--- src/rtl/btn_ctrl.sv ---
// Button front end: 2-flop sync, per-key debounce, up>down>left>right arbitration,
// one-cycle direction codes and centre select pulse. Auto-repeat built only when BTN_AUTOREPEAT_EN is defined.
module btn_ctrl #(
    parameter logic [19:0] DEB_CYCLES    = 20'd500000,
    parameter logic [25:0] REPEAT_DELAY  = 26'd25000000,
    parameter logic [25:0] REPEAT_PERIOD = 26'd10000000
) (
    input  logic       clk,
    input  logic       rst,
    input  logic [4:0] key_i,
    output logic [4:0] button_o,
    output logic       select_o,
    output logic       busy_o
);

    localparam logic [4:0] BUTTON_NONE  = 5'b00000;
    localparam logic [4:0] BUTTON_UP    = 5'b00001;
    localparam logic [4:0] BUTTON_DOWN  = 5'b00010;
    localparam logic [4:0] BUTTON_LEFT  = 5'b00100;
    localparam logic [4:0] BUTTON_RIGHT = 5'b01000;

    typedef enum logic [1:0] {
        IDLE,
        HOLD
`ifdef BTN_AUTOREPEAT_EN
        , REPEAT
`endif
    } state_t;

    logic [4:0]  sync_1, sync_2;
    logic [1:0]  sync_vld;
    logic [4:0]  deb, deb_q, armed, rise;
    logic [19:0] deb_cnt [5];
    logic [1:0]  pick, active;
    logic        pick_vld;
    state_t      state;
`ifdef BTN_AUTOREPEAT_EN
    logic [25:0] rpt_cnt;
`endif

    function automatic logic [4:0] dir_code(input logic [1:0] k);
        case (k)
            2'd0:    return BUTTON_UP;
            2'd1:    return BUTTON_DOWN;
            2'd2:    return BUTTON_LEFT;
            default: return BUTTON_RIGHT;
        endcase
    endfunction

    // sync_vld marks when sync_2 holds a real key sample rather than its reset value.
    always_ff @(posedge clk or posedge rst) begin
        if (rst) begin
            sync_1   <= '0;
            sync_2   <= '0;
            sync_vld <= '0;
        end else begin
            // NOTE: non-blocking assignments let every flop sample the pre-edge value, which is what makes this a two-stage chain.
            sync_1   <= key_i;
            sync_2   <= sync_1;
            sync_vld <= {sync_vld[0], 1'b1};
        end
    end

    // A key is armed once it is seen released after reset, so a key held through reset never fires.
    always_ff @(posedge clk or posedge rst) begin
        if (rst) begin
            // NOTE: the debounce counters are a handful of flops, not RAM, so resetting the array is cheap and required.
            for (int k = 0; k < 5; k++) deb_cnt[k] <= '0;
            deb   <= '0;
            deb_q <= '0;
            armed <= '0;
        end else begin
            for (int k = 0; k < 5; k++) begin
                if (sync_2[k] != deb[k]) begin
                    if (deb_cnt[k] == DEB_CYCLES) begin
                        deb[k]     <= ~deb[k];
                        deb_cnt[k] <= '0;
                    end else begin
                        deb_cnt[k] <= deb_cnt[k] + 20'd1;
                    end
                end else begin
                    deb_cnt[k] <= '0;
                end
                if (sync_vld[1] && !sync_2[k]) armed[k] <= 1'b1;
            end
            deb_q <= deb;
        end
    end

    assign rise = deb & ~deb_q & armed;

    always_comb begin
        // NOTE: every path assigns pick, so no latch is inferred.
        pick_vld = |rise[3:0];
        if (rise[0])      pick = 2'd0;
        else if (rise[1]) pick = 2'd1;
        else if (rise[2]) pick = 2'd2;
        else              pick = 2'd3;
    end

    always_ff @(posedge clk or posedge rst) begin
        if (rst) begin
            state    <= IDLE;
            active   <= '0;
            button_o <= BUTTON_NONE;
            busy_o   <= 1'b0;
`ifdef BTN_AUTOREPEAT_EN
            rpt_cnt  <= '0;
`endif
        end else begin
            button_o <= BUTTON_NONE;
            case (state)
                IDLE: begin
                    if (pick_vld) begin
                        active   <= pick;
                        button_o <= dir_code(pick);
                        busy_o   <= 1'b1;
                        state    <= HOLD;
`ifdef BTN_AUTOREPEAT_EN
                        rpt_cnt  <= '0;
`endif
                    end
                end
                HOLD: begin
                    if (!deb[active]) begin
                        state  <= IDLE;
                        busy_o <= 1'b0;
                    end
`ifdef BTN_AUTOREPEAT_EN
                    else if (rpt_cnt == REPEAT_DELAY - 26'd1) begin
                        button_o <= dir_code(active);
                        rpt_cnt  <= '0;
                        state    <= REPEAT;
                    end else begin
                        rpt_cnt <= rpt_cnt + 26'd1;
                    end
`endif
                end
`ifdef BTN_AUTOREPEAT_EN
                REPEAT: begin
                    if (!deb[active]) begin
                        state  <= IDLE;
                        busy_o <= 1'b0;
                    end else if (rpt_cnt == REPEAT_PERIOD - 26'd1) begin
                        button_o <= dir_code(active);
                        rpt_cnt  <= '0;
                    end else begin
                        rpt_cnt <= rpt_cnt + 26'd1;
                    end
                end
`endif
                default: begin
                    state  <= IDLE;
                    busy_o <= 1'b0;
                end
            endcase
        end
    end

    always_ff @(posedge clk or posedge rst) begin
        if (rst) select_o <= 1'b0;
        else     select_o <= rise[4];
    end

endmodule

--- config.mk ---
export PLATFORM = sky130hd
export DESIGN_NAME = btn_ctrl
export DESIGN_NICKNAME = d
export VERILOG_FILES = /design/src/rtl/btn_ctrl.sv
export SDC_FILE = /design/constraint.sdc
export NUM_CORES = 1
export LEC_CHECK = 0
export ABC_AREA = 1
export BUFFER_PORTS_ARGS = -buffer_cell sky130_fd_sc_hd__buf_2
export CAP_MARGIN = 20
export CORE_ASPECT_RATIO = 1.75
export CORE_MARGIN = 2
export CORE_UTILIZATION = 45
export DETAILED_ROUTE_END_ITERATION = 16
export GPL_ROUTABILITY_DRIVEN = 0
export REMOVE_ABC_BUFFERS = 1
export SLEW_MARGIN = 10
export SYNTH_ARGS = -nofsm -noshare
export SYNTH_HDL_FRONTEND = slang
export SYNTH_SLANG_ARGS = --single-unit
--- constraint.sdc ---
create_clock -name clk -period 10.1 [get_ports clk]
set_clock_uncertainty 0.05 [all_clocks]
set_input_delay 1.01 -clock clk [delete_from_list [all_inputs] [get_ports clk]]
set_output_delay 1.01 -clock clk [all_outputs]
set_load 0.005 [all_outputs]
==> out/metrics.yaml <==
cts_sinks: 135
setup_tns_ns: 0
layout-drive-gt1-share_pct: 8.11
cts_max_level: 4
synth_cell_types: 29
grt_pass1_vias: 5742
cts_buffer_depth: 2
power_mw: 1.22
die_w_um: 99.4
cts_setup_buffers: 0
synth_fa_ha_area_share_pct: 1.75
die_h_um: 171
via_per_inst: 4.96
drt_first_pass_iters: 4
synth_most_common_cell: "nor2_1"
synth.top_cells.by_count: "226 x nor2_1, 190 x nand2_1, 135 x dfrtp_1, 118 x inv_1, 92 x nand3_1"
synth.area.mux_share_pct: 0
synthToLayoutAreaGrowth_pct: 12.3
synth_top_area_cell: "dfrtp_1"
maxSlewHeadroom_pct: 52.4
power_density_mw_per_mm2: 151
required_ns: 9.04
synth_edf_count: 0
worst_slew_pin_slew_ns: 0.715
synthesis.instances: 947
root_buffer: "clkbuf_16"
num-nets-final: 990
fin_ws_ns: 8.04
worstReg2RegEnd: "deb_cnt[38]$_DFF_PP0_"
drcViolationCount: 0
synth_top_area_share_pct: 47.2
min-delay-start: "sync_vld[0]$_DFF_PP0_"
p_leak_nw: 3.72
crit_buf_inv: 1
path_delay_family: "flip-flops"
wl_per_cell_um: 13.2
crit_chain: "buf_2"
ant_nets: 0
grt-ovfl-total: 0
start_util_pct: 45.5
io_buffers: 12
endpoint: "busy_o"
synth_top_family_by_area: "simple AND/OR/NAND/NOR gates"
synth_simple_gate_area_share_pct: 34.5
clk_latency_ns: 0.41
finalSetupViolCount: 0
clk_pin_slew_ns: 0.06
startpoint: "busy_o$_DFFE_PP0P_"
status: "finished clean"
synth.yosys.seq_area_share_pct: 47.2
drv_cap: 0
holdWs_ns: 0.297
antenna_found_initial: 0
vias: 5832
worst_r2r_path_depth: 6
grt_use_total_pct: 19.6
routed_wl_um: 15500
worstSetupPathType: "flip-flop to output port"
rows: 61
synth_compound_area_share_pct: 3.60
dr.first_iter.drc_count: 217
slew_viol_final: 0
cp.depth: 1
worstPathMaxFanout: 6
synthArstFlopShare_pct: 100
synth_flop_cell: "dfrtp_1"
numCtsBuffers: 17
yosysWarnings: 0
report.final.hold_viol_count: 0
synthesis.area_mm2: 0.00716
cp-start-kind: "flip-flop"
fmax_mhz: 485
rsz0062_at_grt: "false"
pin_count: 14
tritoncts: "done"
cpMaxStageDelayCell: "dfrtp_1"
r2r_start: "deb_cnt[31]$_DFF_PP0_"
grt_pass1_wl_um: 26600
period_share_pct: 20.4
cp_slowest_stage_delay_ns: 0.44
cts_hold_buf: 0
synthXorXnorAreaFrac_pct: 6.10
ir_drop_mv: 0.105
dieArea_mm2: 0.0170
core_area_mm2: 0.0157
grt_max_degree: 79
synthTopCellsByArea: "dfrtp_1 47%, nor2_1 12%, nand2_1 10%"
place_ws_ns: 7.57
antennaDiodeCount: 0
ys_seq_elements: 135
period_minus_slack_ns: 2.06
post-dp-hpwl_um: 11200
worst_ep_arrival_time_ns: 1.00
ctsResizeCount: 0
worstSetupEndpointType: "output port"
syn-mean-instance-area_um2: 7.56
worst-r2r-setup-slack_ns: 8.49
hold_path.class: "flip-flop to flip-flop"
[stage by stage]
stage,util (%),area (um2),cells
2_1_floorplan,-,7130,941
3_3_place_gp,47.3,7440,1143
3_5_place_dp,47.3,7440,1143
4_1_cts,51.1,8040,1175
5_1_grt,51.1,8040,1175
6_report,51.1,8040,1175
[cell usage in the layout, fill, tap and decap left out, types with 3 or more instances in the layout]
cell type and instances:
a21oi_1 18, buf_2 12, bufinv_16 3, clkbuf_16 17, clkinv_2 4, dfrtp_1 135
ha_1 10, inv_1 117, inv_2 3, nand2_1 190, nand2_2 12, nand3_1 92
nand3b_1 3, nand4_1 12, nor2_1 226, nor2_2 14, nor2_4 4, nor3_1 13
nor3b_1 5, o21ai_0 19, o21bai_1 9, xnor2_1 17, xor2_1 31
[state kept, by name (all words and copies together) (netlist names)]
name	count
deb	5
select_o	1
sync_vld	2
button_o	4
armed	5
sync_1	5
deb_q	5
deb_cnt	100
active	2
sync_2	5
busy_o	1
[worst min path at each step]
stage | endpoint | slack [ns] | depth (start not counted)
after floorplan | sync_2[0]$_DFF_PP0_ | 0.28 | 0
after global placement | sync_2[2]$_DFF_PP0_ | 0.28 | 0
after detailed placement | sync_2[1]$_DFF_PP0_ | 0.28 | 0
after CTS | sync_2[1]$_DFF_PP0_ | 0.30 | 0
after global routing | sync_2[1]$_DFF_PP0_ | 0.30 | 0
final | sync_vld[1]$_DFF_PP0_ | 0.30 | 0
[power breakdown]
part / internal [mW] / switching, mW
Clock: 0.394 / 0.233
Combinational: 0.00915 / 0.0260
Sequential: 0.548 / 0.00663
Total: 0.952 / 0.266
[cell type report]
type                       instances  area [um2]
multi-input combinational        685        3300
clock inverter                    12         151
timing repair buffer              13        67.6
fill                            1524        7680
clock buffer                      20         447
tap                              189         236
inverter                         121         459
sequential                       135        3380
[metal layers]
metal  wire length [um]  vias to the layer above  GRT usage [%]
met2               8430                       72           37.2
met4                439                        0           7.98
met1               6340                     2725           21.3
li1                   -                     2999              -
met5                  0                        -              0
met3                266                       36           3.23
[kinds of logic (layout without fill, tap and decap cells)]
| group | after synthesis | after routing |
|---|---|---|
| XOR/XNOR | 49 | 49 |
| buffers and inverters | 127 | 166 |
| AND/OR/NAND/NOR | 577 | 577 |
| flip-flops | 135 | 135 |
| AO/OA/AOI/OAI | 47 | 47 |
| adder cells (fa/ha/maj) | 10 | 10 |
| other | 2 | 2 |
Note: power is estimated with default switching activity, not from simulation.
